File: src/rtl/md5_pkg.sv
// Shared types and widths for the MD5 brute-force controller and its tracker.
package md5_pkg;

    typedef enum logic [1:0] {
        ST_IDLE  = 2'd0,
        ST_ISSUE = 2'd1,
        ST_DRAIN = 2'd2,
        ST_DONE  = 2'd3
    } state_t;

    localparam int MD5_DIGEST_W   = 128;
    localparam int MD5_MSG_W      = 128;
    localparam int PIPE_DEPTH_DEF = 64;
    localparam int CNT_W_DEF      = 64;
    localparam int INFLIGHT_W_DEF = 7;

endpackage

File: src/rtl/md5_crack_ctrl_if.sv
// Host and pipeline signals of one crack controller; master is the controller side.
interface md5_crack_ctrl_if
    import md5_pkg::*;
#(
    parameter int CNT_W = CNT_W_DEF
);

    logic                    start;
    logic                    abort;
    logic [CNT_W-1:0]        range_lo;
    logic [CNT_W-1:0]        range_hi;
    logic [MD5_DIGEST_W-1:0] target;
    logic [MD5_MSG_W-1:0]    message;
    logic                    new_message;
    logic [MD5_DIGEST_W-1:0] digest;
    logic                    valid;
    logic [MD5_MSG_W-1:0]    value;
    logic                    busy;
    logic                    done;
    logic                    found;
    logic [MD5_MSG_W-1:0]    found_value;
    logic [CNT_W:0]          issued;

    modport master (
        input  start, abort, range_lo, range_hi, target, digest, valid, value,
        output message, new_message, busy, done, found, found_value, issued
    );

    modport slave (
        output start, abort, range_lo, range_hi, target, digest, valid, value,
        input  message, new_message, busy, done, found, found_value, issued
    );

endinterface

File: src/rtl/md5_inflight_tracker.sv
// Counts candidates inside the MD5 pipeline; a result with nothing in flight is stale and not counted.
module md5_inflight_tracker #(
    parameter int PIPE_DEPTH = 64,
    parameter int INFLIGHT_W = 7
) (
    input  logic                  clk,
    input  logic                  rst,
    input  logic                  inc,
    input  logic                  dec,
    output logic [INFLIGHT_W-1:0] count,
    output logic                  empty
);

    logic dec_ok;

    assign empty  = (count == '0);
    assign dec_ok = dec && !empty;

    always_ff @(posedge clk) begin
        if (rst) begin
            count <= '0;
        end else if (inc && !dec_ok) begin
            count <= count + INFLIGHT_W'(1);
        end else if (!inc && dec_ok) begin
            count <= count - INFLIGHT_W'(1);
        end
    end

    assert property (@(posedge clk) disable iff (rst)
        !(inc && !dec_ok && (count == INFLIGHT_W'(PIPE_DEPTH))));

endmodule

File: src/rtl/md5_crack_ctrl.sv
// Brute-force sequencer: issues one candidate per cycle, latches the first digest match, drains, reports done.
module md5_crack_ctrl
    import md5_pkg::*;
#(
    parameter int CNT_W      = CNT_W_DEF,
    parameter int PIPE_DEPTH = PIPE_DEPTH_DEF,
    parameter int INFLIGHT_W = INFLIGHT_W_DEF
) (
    input logic            clk,
    input logic            rst,
    md5_crack_ctrl_if.master bus
);

    state_t                  state, state_nxt;
    logic [CNT_W-1:0]        cnt;
    logic [CNT_W-1:0]        hi;
    logic [MD5_DIGEST_W-1:0] tgt;
    logic                    found_r;
    logic [MD5_MSG_W-1:0]    found_value_r;
    logic [CNT_W:0]          issued_r;
    logic [MD5_MSG_W-1:0]    message_p1;
    logic                    new_message_p1;
    logic [INFLIGHT_W-1:0]   inflight;
    logic                    empty;
    logic                    start_ok;
    logic                    match;
    logic                    issue_go;
    logic                    last;

    md5_inflight_tracker #(
        .PIPE_DEPTH (PIPE_DEPTH),
        .INFLIGHT_W (INFLIGHT_W)
    ) u_trk (
        .clk   (clk),
        .rst   (rst),
        .inc   (new_message_p1),
        .dec   (bus.valid),
        .count (inflight),
        .empty (empty)
    );

    assign start_ok = bus.start && ((state == ST_IDLE) || (state == ST_DONE));
    // Results arriving with nothing in flight predate the current run and never match.
    assign match    = bus.valid && !empty && (bus.digest == tgt) && !found_r
                      && ((state == ST_ISSUE) || (state == ST_DRAIN));
    assign issue_go = (state == ST_ISSUE) && !bus.abort && !match;
    assign last     = (cnt == hi);

    always_ff @(posedge clk) begin
        if (rst) state <= ST_IDLE;
        else     state <= state_nxt;
    end

    always_comb begin
        state_nxt = state;
        case (state)
            ST_IDLE, ST_DONE: begin
                if (bus.start) state_nxt = (bus.range_lo > bus.range_hi) ? ST_DONE : ST_ISSUE;
            end
            ST_ISSUE: begin
                if (bus.abort || match || last) state_nxt = ST_DRAIN;
            end
            ST_DRAIN: begin
                // The registered strobe is not yet counted, so it must also be quiet.
                if ((inflight == '0) && !bus.valid && !new_message_p1) state_nxt = ST_DONE;
            end
            default: state_nxt = ST_IDLE;
        endcase
    end

    always_ff @(posedge clk) begin
        if (rst) begin
            cnt            <= '0;
            hi             <= '0;
            tgt            <= '0;
            found_r        <= 1'b0;
            found_value_r  <= '0;
            issued_r       <= '0;
            message_p1     <= '0;
            new_message_p1 <= 1'b0;
        end else begin
            new_message_p1 <= issue_go;
            if (start_ok) begin
                cnt           <= bus.range_lo;
                hi            <= bus.range_hi;
                tgt           <= bus.target;
                found_r       <= 1'b0;
                found_value_r <= '0;
                issued_r      <= '0;
            end
            // Compare against hi before incrementing so an all-ones bound never wraps.
            if (issue_go) begin
                message_p1 <= MD5_MSG_W'(cnt);
                issued_r   <= issued_r + (CNT_W + 1)'(1);
                if (!last) cnt <= cnt + CNT_W'(1);
            end
            if (match) begin
                found_r       <= 1'b1;
                found_value_r <= bus.value;
            end
        end
    end

    assign bus.message     = message_p1;
    assign bus.new_message = new_message_p1;
    assign bus.busy        = (state == ST_ISSUE) || (state == ST_DRAIN);
    assign bus.done        = (state == ST_DONE);
    assign bus.found       = found_r;
    assign bus.found_value = found_value_r;
    assign bus.issued      = issued_r;

endmodule

File: src/flat_wrapper.sv
// flat-port wrapper written by rule: the top's interface ports become plain ports
module md5_crack_ctrl_flat import md5_pkg::*;
#(
    parameter int CNT_W      = CNT_W_DEF,
    parameter int PIPE_DEPTH = PIPE_DEPTH_DEF,
    parameter int INFLIGHT_W = INFLIGHT_W_DEF
)
  (clk, rst, bus_start, bus_abort, bus_range_lo, bus_range_hi, bus_target, bus_digest, bus_valid, bus_value, bus_message, bus_new_message, bus_busy, bus_done, bus_found, bus_found_value, bus_issued);
  md5_crack_ctrl_if #(.CNT_W(CNT_W)) bus_i ();
  input logic clk;
  input logic rst;
  input wire logic [$bits(bus_i.start)-1:0] bus_start;
  input wire logic [$bits(bus_i.abort)-1:0] bus_abort;
  input wire logic [$bits(bus_i.range_lo)-1:0] bus_range_lo;
  input wire logic [$bits(bus_i.range_hi)-1:0] bus_range_hi;
  input wire logic [$bits(bus_i.target)-1:0] bus_target;
  input wire logic [$bits(bus_i.digest)-1:0] bus_digest;
  input wire logic [$bits(bus_i.valid)-1:0] bus_valid;
  input wire logic [$bits(bus_i.value)-1:0] bus_value;
  output wire logic [$bits(bus_i.message)-1:0] bus_message;
  output wire logic [$bits(bus_i.new_message)-1:0] bus_new_message;
  output wire logic [$bits(bus_i.busy)-1:0] bus_busy;
  output wire logic [$bits(bus_i.done)-1:0] bus_done;
  output wire logic [$bits(bus_i.found)-1:0] bus_found;
  output wire logic [$bits(bus_i.found_value)-1:0] bus_found_value;
  output wire logic [$bits(bus_i.issued)-1:0] bus_issued;
  assign bus_i.start = bus_start;
  assign bus_i.abort = bus_abort;
  assign bus_i.range_lo = bus_range_lo;
  assign bus_i.range_hi = bus_range_hi;
  assign bus_i.target = bus_target;
  assign bus_i.digest = bus_digest;
  assign bus_i.valid = bus_valid;
  assign bus_i.value = bus_value;
  assign bus_message = bus_i.message;
  assign bus_new_message = bus_i.new_message;
  assign bus_busy = bus_i.busy;
  assign bus_done = bus_i.done;
  assign bus_found = bus_i.found;
  assign bus_found_value = bus_i.found_value;
  assign bus_issued = bus_i.issued;
  md5_crack_ctrl #(.CNT_W(CNT_W), .PIPE_DEPTH(PIPE_DEPTH), .INFLIGHT_W(INFLIGHT_W)) u_core (.clk(clk), .rst(rst), .bus(bus_i));
endmodule
File: config.mk
export PLATFORM = sky130hd
export DESIGN_NAME = md5_crack_ctrl_flat
export DESIGN_NICKNAME = d
export VERILOG_FILES = /design/src/rtl/md5_pkg.sv /design/src/rtl/md5_crack_ctrl_if.sv /design/src/rtl/md5_inflight_tracker.sv /design/src/rtl/md5_crack_ctrl.sv /design/src/flat_wrapper.sv
export SDC_FILE = /design/constraint.sdc
export NUM_CORES = 1
export LEC_CHECK = 0
export BUFFER_PORTS_ARGS = -buffer_cell sky130_fd_sc_hd__buf_2
export CAP_MARGIN = 25
export CELL_PAD_IN_SITES_DETAIL_PLACEMENT = 1
export CELL_PAD_IN_SITES_GLOBAL_PLACEMENT = 1
export CORE_AREA = 3 3 329 331
export CTS_CLUSTER_SIZE = 40
export DETAILED_ROUTE_END_ITERATION = 8
export DIE_AREA = 0 0 332 334
export PLACE_DENSITY_LB_ADDON = 0.1
export SLEW_MARGIN = 40
export SYNTH_ARGS = -nofsm -noshare
export SYNTH_HDL_FRONTEND = slang
export SYNTH_HIERARCHICAL = 1
export SYNTH_SLANG_ARGS = --single-unit
File: constraint.sdc
create_clock -name clk -period 3.5 [get_ports clk]
set_input_delay 0.175 -clock clk [delete_from_list [all_inputs] [get_ports clk]]
set_output_delay 0.175 -clock clk [all_outputs]
set_load 0.05 [all_outputs]
# Yosys cells after proc, flatten, opt, wreduce, memory -nomap -nowiden
# Cells that the tools add are included.
# Widths: inputs -> output; s select.
[totals]
register_bits = 524
inputBits = 517
output_inout_bits = 325
elab_cells = 68
[classes]
addsub = 4
order_cmp = 1
n_eq_ne = 8
n_mux = 16
n_reduce_logical = 29
[ops]
columns = ["cell", "n"]
rows = [
  ["$mux 128", 2],
  ["$mux 64", 3],
  ["$mux 65", 2],
  ["$eq 128x128->1", 1],
  ["$add 65x1->65 const B", 1],
  ["$add 64x1->64 const B", 1],
  ["$eq 64x64->1", 1],
  ["$gt 64x64->1", 1],
  ["$mux 7", 2],
  ["$logic_and 1x1->1", 11],
  ["$mux 2", 4],
  ["$add 7x1->7 const B", 1],
  ["$logic_not 1->1", 7],
  ["$logic_not 7->1", 1],
  ["$sub 7x1->7 const B", 1],
  ["$ne 2x2->1 const B", 3],
  ["$pmux 2 s3", 1],
  ["$reduce_bool 2->1", 3],
  ["$eq 2x2->1 const B", 2],
  ["$logic_or 1x1->1", 4],
  ["$reduce_and 3->1", 1],
  ["$eq 2x1->1 const B", 1],
  ["$logic_not 2->1", 1],
  ["$mux 1", 2],
  ["$reduce_or 2->1", 1],
]

# Depth between registers and ports, before layout
# Gate-level depths: netlist of run 1.
[depth]
depth_word = 10
ltp_mapped = 13
ltp_nobuf = 10

# Cells and area by module
# Netlist of run 1, hierarchy kept.
[by_module_without_submodules]
columns = ["mod", "n_inst", "cells_each", "area_per_inst_um2", "seq_area_each_um2"]
rows = [
  ["md5_crack_ctrl", 1, 3255, 25207.9, 10349.9],
  ["md5_inflight_tracker", 1, 64, 534.3, 140.1],
]

# Worst setup path before layout of run 1
# Ideal clock, no wire load.
[synth_timing]
path_kind = "reg2reg"
start = "reg u_core.u_trk.count[6]"
end = "reg u_core.issued_r[52] (netlist: u_core/bus.issued[52])"
setup_ps = 61
arrival_time_ps = 2832
required_ps = 3439
setup_slack_ps = 607
stages_incl_launch_ff = 13
n_path_buf = 2
synth_period_minus_slack_ps = 2893
cell_sequence = "dfxtp_1 > or4_1 > nor4_2 > or4b_4 > nor3_2 > nand4_1 > nor4_2 > and4_1 > buf_4 > or4_1 > buf_2 > or4_1 > nand2_1"
[synth_via]
elab_chain_len = 9
elab_cells_between_ends = 10
cone_classes = "mux: 1; reduce/logical: 9"
[synth_lines]
columns = ["element", "line", "source"]
rows = [
  ["start, declared", "md5_inflight_tracker.sv:10", "output logic [INFLIGHT_W-1:0] count,"],
  ["start signal, assigned", "md5_inflight_tracker.sv:23", "count <= count + INFLIGHT_W'(1);"],
  ["start signal, assigned", "md5_inflight_tracker.sv:25", "count <= count - INFLIGHT_W'(1);"],
  ["$logic_not 7->1 *", "md5_inflight_tracker.sv:16", "assign empty = (count == '0);"],
  ["named net u_core.empty", "md5_crack_ctrl.sv:24", "logic empty;"],
  ["$logic_not 1->1 *", "md5_crack_ctrl.sv:44", "assign match = bus.valid && !empty && (bus.digest == tgt) && !found_r"],
  ["$logic_and 1x1->1 * (3 in a row)", "md5_crack_ctrl.sv:44", ""],
  ["$logic_and 1x1->1 *", "md5_crack_ctrl.sv:45", "&& ((state == ST_ISSUE) || (state == ST_DRAIN));"],
  ["$logic_not 1->1 *", "md5_crack_ctrl.sv:46", "assign issue_go = (state == ST_ISSUE) && !bus.abort && !match;"],
  ["$logic_and 1x1->1 *", "md5_crack_ctrl.sv:46", ""],
  ["$mux 65 / $reduce_bool 2->1 (equally long branches)", "-", ""],
  ["end signal, assigned", "md5_crack_ctrl.sv:94", "issued_r <= issued_r + (CNT_W + 1)'(1);"],
  ["end, declared", "md5_crack_ctrl.sv:20", "logic [CNT_W:0] issued_r;"],
]
# The timed path passes the listed nets; every way through them passes the cells marked *.
# A chain may end at the register's enable or synchronous reset.

# Worst setup path after layout of run 1
[layout_timing]
start = "reg u_core.state[0]"
end = "reg u_core.cnt[5]"
[layout_via]
elab_chain_len = 6
elab_cells_between_ends = 14
cone_classes = "eq/ne: 3; mux: 3; reduce/logical: 8"
[layout_lines]
columns = ["element", "line", "source"]
rows = [
  ["start, declared", "md5_crack_ctrl.sv:14", "state_t state, state_nxt;"],
  ["start signal, assigned", "md5_crack_ctrl.sv:51", "else state <= state_nxt;"],
  ["$eq 2x2->1 (tied with other cells)", "md5_crack_ctrl.sv:42", "assign start_ok = bus.start && ((state == ST_IDLE) || (state == ST_DONE));"],
  ["$logic_or 1x1->1, on equally long branches", "md5_crack_ctrl.sv:42, md5_crack_ctrl.sv:45", ""],
  ["$logic_and 1x1->1, on equally long branches", "md5_crack_ctrl.sv:42, md5_crack_ctrl.sv:45", ""],
  ["$mux 64 / $logic_not 1->1 (equally long branches)", "md5_crack_ctrl.sv:83, md5_crack_ctrl.sv:46", ""],
  ["$mux 64 / $logic_and 1x1->1 (equally long branches)", "md5_crack_ctrl.sv:95, md5_crack_ctrl.sv:46", ""],
  ["$mux 64 *", "md5_crack_ctrl.sv:92", "if (issue_go) begin"],
  ["end signal, assigned", "md5_crack_ctrl.sv:84", "cnt <= bus.range_lo;"],
  ["end signal, assigned", "md5_crack_ctrl.sv:95", "if (!last) cnt <= cnt + CNT_W'(1);"],
  ["end, declared", "md5_crack_ctrl.sv:15", "logic [CNT_W-1:0] cnt;"],
]
# Every way passes the cells marked *; elsewhere a longest branch is shown, timed or not.

==> results of run 1 <==
[worst max-delay path by stage]
| stage | from | end | slack, ns | depth (start not counted) |
|---|---|---|---|---|
| floorplan | u_core/u_trk/count[6] | u_core/bus.issued[52] | 0.61 | 12 |
| global placement | u_core/u_trk/count[5] | u_core/cnt[3] | 0.06 | 11 |
| detailed placement | u_core/state[0] | u_core/bus.found_value[28] | 0.1 | 11 |
| CTS | u_core/state[0] | u_core/bus.found_value[28] | 0.07 | 11 |
| global route | u_core/state[0] | u_core/cnt[5] | -0.02 | 13 |
| finish | u_core/state[0] | u_core/cnt[5] | 0.12 | 13 |
[cell families after synthesis]
| logic type | count (synthesis) | share of synthesized area |
|---|---|---|
| AOI/OAI and AO/OA | 662 | 0.149 |
| DFF | 524 | 0.408 |
| adders and majority gates | 76 | 0.0372 |
| xor gates and xnor gates | 214 | 0.0728 |
| other | 1 | 0.000146 |
| muxes | 11 | 0.00428 |
| and+or+nand+nor | 1431 | 0.256 |
| buffers and inverters | 400 | 0.0728 |
[layout by cell type, fill, tap and decap left out, types with 17 or more instances in the layout]
cell and count:
conb_1 64, o211ai_1 21, nand4_1 97, dlygate4sd3_1 382
dfxtp_1 523, nand2_1 758, diode_2 32, buf_2 776
xor2_1 122, or4_1 17, and3_1 28, a31oi_1 18
nor2_1 101, o21ai_0 50, nand3_1 217, inv_1 107
nor3_1 57, buf_4 116, nor2b_1 17, a21oi_1 436
xnor2_1 92, clkbuf_16 76, nor4_1 69, ha_1 75
clkbuf_1 17, buf_12 30
[worst reg2reg max path: cells and delay by family, from the launching register on]
family | cells | cell delay [ns]
compound gates | 3 | 0.66
fa+ha+maj | 1 | 0.31
buf+inv | 4 | 0.62
flops | 1 | 0.34
simple gates | 5 | 1.35
[final cells by class]
type | instances | area [um^2] | area share
Sequential cell | 524 | 10500 | 0.276
Antenna cell | 32 | 80.1 | 0.00211
Clock buffer | 101 | 2030 | 0.0534
Clock inverter | 19 | 170 | 0.00448
Inverter | 108 | 405 | 0.0107
Timing Repair Buffer | 1315 | 9410 | 0.248
Multi-Input combinational cell | 2459 | 13700 | 0.360
Tap cell | 1391 | 1740 | 0.0458
[power breakdown]
| group | total, W | switching (W) | internal, W |
|---|---|---|---|
| clock | 0.00709 | 0.00293 | 0.00417 |
| combinational | 0.00742 | 0.00470 | 0.00273 |
| sequential | 0.00767 | 0.000836 | 0.00683 |
[registers in the layout, summed over array words and instances (netlist names)]
register	cells
u_core/cnt	64
u_core/hi	64
u_core/tgt	128
u_core/bus.found_value	128
u_core/u_trk/count	7
u_core/bus.issued	65
u_core/bus.found	1
u_core/bus.new_message	1
u_core/bus.message	64
u_core/state	2
[per-stage QoR]
step / cell area [um^2] / cells
2_1_floorplan: 26000 / 3382
3_3_place_gp: 31600 / 5397
3_5_place_dp: 31700 / 5401
4_1_cts: 37700 / 5903
5_1_grt: 38000 / 5934
6_report: 38000 / 5949
[metal layers]
metal / share of wire / track usage / up-vias
met5: 0.0019 / 0 / -
met4: 0.029 / 0.0668 / 40
met3: 0.059 / 0.0578 / 193
met2: 0.48 / 0.388 / 727
met1: 0.43 / 0.283 / 13500
li1: - / - / 13700
[what timing repair did]
action | 4_1_cts | 5_1_grt
gates resized for setup | 0 | 4
setup endpoints to repair | 0 | 78
buffers inserted | 0 | 9
hold endpoints to repair | 393 | 0
hold buffers | 382 | 0
[Yosys cell counts, types with 17 or more instances]
library cell,number,area [um^2]
nor4_1,69,432
xor2_1,122,1070
and3_1,28,175
dfxtp_1,524,10500
o21ai_0,51,255
xnor2_1,92,806
nor2b_1,17,106
ha_1,75,938
clkbuf_1,155,582
nor2_1,102,383
or4_1,17,128
inv_1,108,405
a31oi_1,18,113
nor3_1,57,285
nand3_1,217,1090
nand2_1,759,2850
buf_1,26,97.6
o211ai_1,21,158
a21oi_1,437,2190
buf_2,23,115
nand4_1,97,607
buf_4,83,623
==> flow_metrics.tcl, run 1 <==
set metrics [dict create \
    status "completed" \
    ff2ff_path_depth 13 \
    power.leakage_nw 16.0 \
    hold_violations 0 \
    synthesis.instances 3319 \
    dieArea_mm2 0.111 \
    ys_types 79 \
    setup_violations 0 \
    drc 0 \
    utilization 0.361 \
    synth.avg_cell_area_um2 7.76 \
    grt_max_degree 105 \
    path_common_cell "nand4_1" \
    worstSetupPathType "reg -> reg" \
    syn_to_final_growth_pct 47.6 \
    h-tree-depth 3 \
    io_buffers 777 \
    finalMaxSlewViolations 0 \
    hold-path-endpoint "u_core/cnt[34]" \
    finalPower_w 0.0222 \
    finalWorstSetupSlack_ns 0.120 \
    path_delay_family "simple AND/OR/NAND/NOR gates" \
    clk_pin_slew_worst_paths_ns 0.06 \
    grt-ovfl-total 0 \
    crit_fanout 12 \
    hold_class "in -> reg" \
    grt_use_total 0.228 \
    num_rows 119 \
    cts_buffers 70 \
    grt_pass1_wl_um 192000 \
    powerDensity_mw_per_mm2 584 \
    cp-start-kind "register" \
    antenna_found_initial 54 \
    core_region_area_mm2 0.105 \
    grt_pass1_vias 29100 \
    ff2ff_setup_slack_ns 0.12 \
    holdWs_ns 0.0559 \
    seq_area_frac_synth 0.408 \
    min_path_cells 3 \
    netlist_area_mm2 0.0257 \
    die_w_um 332 \
    die_h_um 334 \
    cp.required_ns 4.01 \
    boundaryPins 842 \
    synth_edf_count 0 \
    wl_per_cell_um 22.2 \
    drt_pass1_iterations 7 \
    routed_wl_um 132000 \
    nFillCells 12900 \
    period_share 0.966 \
    clock.fmax_ghz 0.296 \
    cp_cell_sequence "inv_1 -> ha_1 -> or4b_4 -> nor3_2 -> nand4_1 -> nor4_2 -> buf_4 -> nand4_1 -> buf_6 -> a21oi_4 -> buf_12 -> a21oi_1 -> o221a_2" \
    path_buf_inv 4 \
    drt_first_iter_violations 1281 \
    gp_congestion 0.811 \
    drv_cap 0 \
    antenna_left 0 \
    cp.arrival_ns 3.89 \
    cts_tree "yes" \
    synth_seq_cells 524 \
    hp-start "bus_range_lo[34]" \
    yosysWarnings 6 \
    peakVddDrop_v 0.000321 \
    finalNetCount 5071 \
    clockBufferDepth 3 \
    async_flop_share 0 \
    pre_cts_slack_ns 0.0958 \
    start_util 0.244 \
    cts.sinks 524 \
    clk_latency_ns 0.63 \
    root_buffer "clkbuf_16" \
    end_kind "register" \
    viasPerCell 4.74 \
    dr_total_vias 28200 \
    finalCriticalPeriod_ns 3.38 \
    tns_ns 0 \
    slew_headroom 0.506 \
    drive_above_1_share 0.239 \
    crit_slowest_cell "or4b_4" \
    r2r-end "u_core/cnt[5]" \
    fin_skew_ns 0.0212 \
    worst_pin_slew_ns 0.741 \
    slowest_delay_ns 0.56 \
    r2r_start "u_core/state[0]" \
    dp_hpwl_um 99700 \
    synth_ff_type "dfxtp_1" \
]
Note: power is estimated with default switching activity, not from simulation.
==> inputs of run 2 (changes only) <==
- PLACE_DENSITY_LB_ADDON: 0.1 -> 0.12
==> run 2 against run 1 <==
  * Via count is 0.48% higher
  * Maximum frequency grew 1.2%
  * Combinational power down 2%
  * Largest cell class unchanged
==> flow_metrics.tcl, run 2 (synthesized netlist as in run 1, its figures left out) <==
set metrics [dict create \
    status "completed" \
    slew_headroom 0.431 \
    dr_total_vias 28300 \
    clockBufferDepth 3 \
    finalNetCount 5099 \
    root_buffer "clkbuf_16" \
    core_region_area_mm2 0.105 \
    boundaryPins 842 \
    power.leakage_nw 16.2 \
    powerDensity_mw_per_mm2 587 \
    cp-start-kind "register" \
    die_h_um 334 \
    h-tree-depth 3 \
    viasPerCell 4.73 \
    wl_per_cell_um 22.3 \
    worstSetupPathType "reg -> reg" \
    drv_cap 0 \
    crit_fanout 8 \
    cts.sinks 524 \
    io_buffers 777 \
    cp.required_ns 4.07 \
    hold_violations 0 \
    grt_use_total 0.231 \
    r2r_start "u_core/u_trk/count[6]" \
    cts_tree "yes" \
    grt_pass1_wl_um 195000 \
    hold_class "in -> reg" \
    clock.fmax_ghz 0.299 \
    gp_congestion 0.825 \
    clk_pin_slew_worst_paths_ns 0.06 \
    dp_hpwl_um 100000 \
    num_rows 119 \
    routed_wl_um 133000 \
    grt_max_degree 140 \
    drt_first_iter_violations 1321 \
    finalCriticalPeriod_ns 3.34 \
    cts_buffers 71 \
    worst_pin_slew_ns 0.851 \
    drive_above_1_share 0.242 \
    pre_cts_slack_ns -0.171 \
    drc 0 \
    syn_to_final_growth_pct 48.8 \
    start_util 0.244 \
    final_cell_mix "buf_2, nand2_1, dfxtp_1" \
    peakVddDrop_v 0.000403 \
    clk_latency_ns 0.65 \
    period_share 0.955 \
    hp-start "bus_range_lo[34]" \
    rsz0062_at_grt "false" \
    post_dp_cell_area_mm2 0.0318 \
    design_area_mm2 0.0383 \
    final_common_cell "buf_2" \
    holdWs_ns 0.0438 \
    finalMaxSlewViolations 0 \
    setup_violations 0 \
    antenna_left 0 \
    antenna_found_initial 63 \
    drt_pass1_iterations 5 \
    cp.arrival_ns 3.92 \
    fin_skew_ns 0.0335 \
    dieArea_mm2 0.111 \
    end_kind "register" \
    cp-startpoint "u_core/u_trk/count[6]" \
    grt-ovfl-total 0 \
    grt_pass1_vias 29400 \
    finalWorstSetupSlack_ns 0.158 \
    tns_ns 0 \
    die_w_um 332 \
]
-- run 2: area by class of cell --
cell class | count | area, um^2
Fill cell | 12900 | 67100
Antenna cell | 37 | 92.6
Sequential cell | 524 | 10500
Multi-Input combinational cell | 2459 | 13700
Clock buffer | 105 | 2080
Tap cell | 1391 | 1740
Clock inverter | 23 | 239
Inverter | 108 | 405
Timing Repair Buffer | 1342 | 9550
-- run 2: critical path, cell delays in order (launching register included) --
cell	delay [ns]
dfxtp_1	0.32
or4_4	0.55
nor4_4	0.29
or4b_4	0.20
nor3_4	0.05
nand4_1	0.13
nor4_4	0.06
buf_4	0.15
and4_4	0.25
buf_12	0.15
or4_4	0.50
buf_6	0.16
or4_1	0.40
nand2_1	0.08
-- run 2: layer usage --
layer | GRT usage | wire length, um | up-vias
met1 | 0.287 | 57600 | 13500
met5 | 0 | 325 | -
met3 | 0.0627 | 7810 | 250
li1 | - | - | 13800
met2 | 0.384 | 63100 | 716
met4 | 0.0851 | 4410 | 52
-- run 2: worst paths after layout --
path,endpoint,slack [ns],cells after the start
worst max-delay path,u_core/bus.issued[52],0.16,13
worst min-delay path,u_core/cnt[34],0.04,3
worst max register to register,u_core/bus.issued[52],0.16,13
worst min register to register,u_core/bus.message[13],0.45,2
-- run 2: repair_timing --
item	4_1_cts	5_1_grt
setup endpoints to repair	105	95
buffers inserted	1	4
hold endpoints to repair	392	0
cloned	0	2
hold buffers	396	0
resized for setup	1	11
pin swaps	2	9
-- run 2: power breakdown --
part	switching, W	internal [W]	total, W
clock network	0.00301	0.00441	0.00742
logic	0.00460	0.00269	0.00729
registers	0.000951	0.00683	0.00778
-- run 2: through the flow --
| stage | std cells | power [W] | util |
|---|---|---|---|
| floorplan | 3382 | 0.0117 | - |
| global placement | 5417 | 0.0147 | 0.301 |
| detailed placement | 5421 | 0.0148 | 0.302 |
| CTS | 5946 | 0.0228 | 0.361 |
| global route | 5971 | 0.0238 | 0.363 |
| finish | 5989 | 0.0225 | 0.363 |
==> inputs of run 3 (changes only) <==
- ABC_AREA: not set -> 1
- CORE_AREA: 3 3 329 331 -> 3 3 331 333
- CTS_CLUSTER_DIAMETER: not set -> 150
- DIE_AREA: 0 0 332 334 -> 0 0 334 336
==> run 3 against run 2 <==
  * Synthesized area increased by 11%
  * Register-to-register slack better by 0.12 ns
  * Combinational power rose by 22%
  * Maximum frequency rose by 3.9%
  * Die area rose by 1.2%
  * Largest power group is now combinational cells
  * Clock power decreased by 54%
  * Sequential power rose by 8.1%
  * Critical path type unchanged
  * Non-clock buffer count fell by 95
  * Highest routed layer unchanged
  * Cell count grew 11%
==> flow_metrics.tcl, run 3 <==
set metrics [dict create \
    drt_first_iter_violations 1634 \
    cts_tree "yes" \
    wl_per_cell_um 20.7 \
    viasPerCell 4.76 \
    drv_cap 0 \
    netlist_area_mm2 0.0286 \
    cp-start-kind "register" \
    synth.avg_cell_area_um2 6.79 \
    seq_area_mm2 0.0105 \
    final_cell_mix "buf_2, nand2_1, nor2_1" \
    cts.sinks 524 \
    gp_congestion 0.868 \
    synth.area.top_cells "dfxtp_1, nand2_1, nor2_1, o21ai_0, a21oi_1" \
    crit_slowest_cell "dlygate4sd3_1" \
    multi_input_area_mm2 0.0155 \
    synthMostInstantiatedCell "nand2_1" \
    boundaryPins 842 \
    synth_area_leader_cell "dfxtp_1" \
    die_w_um 334 \
    antenna_left 0 \
    dp_hpwl_um 103000 \
    finalCriticalPeriod_ns 3.22 \
    setup_violations 0 \
    clk_latency_ns 0.63 \
    clock.fmax_ghz 0.311 \
    routed_wl_um 138000 \
    start_util 0.267 \
    tns_ns 0 \
    synth_common_cells "nand2_1, nor2_1, dfxtp_1" \
    fin_skew_ns 0.0753 \
    worstSetupPathType "reg -> reg" \
    peakVddDrop_v 0.000716 \
    hold_violations 0 \
    cp_cell_sequence "inv_1 -> ha_1 -> inv_2 -> nand2_1 -> nor2_1 -> nand2_1 -> nor2_1 -> nand2_1 -> nor2_1 -> nand2_1 -> nor2_4 -> clkbuf_16 -> nand4_1 -> a21oi_1 -> dlygate4sd3_1" \
    crit_fanout 64 \
    worst_pin_slew_ns 0.785 \
    core_region_area_mm2 0.107 \
    holdWs_ns 0.0581 \
    synth_top_area_frac 0.367 \
    status "completed" \
    path_common_cell "nand2_1" \
    synth_seq_cells 524 \
    dieArea_mm2 0.112 \
    synthesis.instances 4211 \
    finalNetCount 5819 \
    drt_pass1_iterations 5 \
    met3_usage 0.0417 \
    grt.met2_usage 0.396 \
    period_share 0.919 \
    hold_class "in -> reg" \
    final_common_cell "buf_2" \
    power.leakage_nw 16.9 \
    synth_edf_count 0 \
    antenna_found_initial 45 \
    powerDensity_mw_per_mm2 539 \
    ys_types 44 \
    die_h_um 336 \
    nFillCells 13600 \
    h-tree-depth 1 \
    seq_area_frac_synth 0.367 \
    cp.arrival_ns 3.80 \
    slew_headroom 0.477 \
    cp.required_ns 4.08 \
    clk_pin_slew_worst_paths_ns 0.16 \
    io_buffers 777 \
    grt_use_total 0.232 \
    yosysWarnings 6 \
    slowest_delay_ns 0.58 \
    syn_to_final_growth_pct 34.6 \
    dr_total_vias 31700 \
    cts_buffers 19 \
    root_buffer "clkbuf_16" \
    grt-ovfl-total 0 \
    clockBufferDepth 3 \
    use_met1 0.301 \
    num_rows 120 \
    async_flop_share 0 \
    grt.busiest_layer "met2" \
    grt_max_degree 194 \
    drc 0 \
    end_kind "register" \
    grt_pass1_wl_um 202000 \
    grt_pass1_vias 31900 \
    finalMaxSlewViolations 0 \
    rsz0062_at_grt "false" \
    synth_ff_type "dfxtp_1" \
    drive_above_1_share 0.173 \
]
run 3: cell families (layout without fill, tap and decap cells):
family          Yosys count  count (layout)  share of synthesized area
xor+xnor                227             227                     0.0696
fa+ha+maj                76              76                     0.0335
other cells               1              90                   0.000131
simple gates           2038            2038                      0.309
flops                   524             524                      0.367
buf+inv                 663            1624                      0.100
compound gates          676             676                      0.119
mux                       6               6                    0.00210
run 3: power breakdown:
part | internal (W) | leakage [nW] | switching (W) | total [W]
Combinational | 0.00311 | 12.3 | 0.00576 | 0.00887
Clock | 0.00115 | 0.307 | 0.00229 | 0.00344
Sequential | 0.00724 | 4.28 | 0.00117 | 0.00841
Total | 0.0115 | 16.9 | 0.00922 | 0.0207
run 3: path summary, 6_finish.rpt:
kind | from | end | slack [ns] | cells past startpoint
max | u_core/state[0] | u_core/bus.found_value[105] | 0.28 | 15
min | bus_range_lo[51] | u_core/cnt[51] | 0.06 | 5
min reg2reg | u_core/tgt[104] | u_core/tgt[104] | 0.48 | 2
max reg2reg | u_core/state[0] | u_core/bus.found_value[105] | 0.28 | 15
run 3: area by class of cell:
cell class / count / share of cell area
diodes: 26 / 0.00169
inverters: 347 / 0.0344
clock buffers: 19 / 0.0124
clock inverters: 11 / 0.00423
repair buffers: 1247 / 0.226
well taps: 1403 / 0.0456
multi-input cells: 3087 / 0.403
flip-flops and latches: 524 / 0.273
run 3: metrics by stage:
stage	utilization	setup slack, ns	instance area (um^2)	std cells	total power, W
finish	0.360	0.282	38500	6664	0.0207
global route	0.359	0.0412	38400	6653	0.0224
CTS	0.358	0.173	38300	6631	0.0210
detailed placement	0.314	0.555	33500	6191	0.0171
global placement	0.314	0.566	33500	6191	0.0170
floorplan	-	1.07	28800	4274	0.0144
run 3: per-layer routing:
layer,vias up,share of wire
met1,15200,0.44
met2,724,0.47
met4,30,0.026
met3,164,0.054
li1,15600,-
met5,-,0.0014
run 3: what timing repair did:
item / in CTS / in global routing
hold endpoints to repair: 376 / 1
resized for setup: 0 / 3
hold buffers: 410 / 1
buffers inserted: 0 / 3
setup endpoints to repair: 0 / 28
run 3: critical path: cells and delay by family (launching register included):
family,cells,cell delay (ns)
flip-flops,1,0.41
AND/OR/NAND/NOR,9,0.97
adder cells (fa/ha/maj),1,0.38
AO/OA/AOI/OAI,1,0.22
buffers and inverters,4,1.13
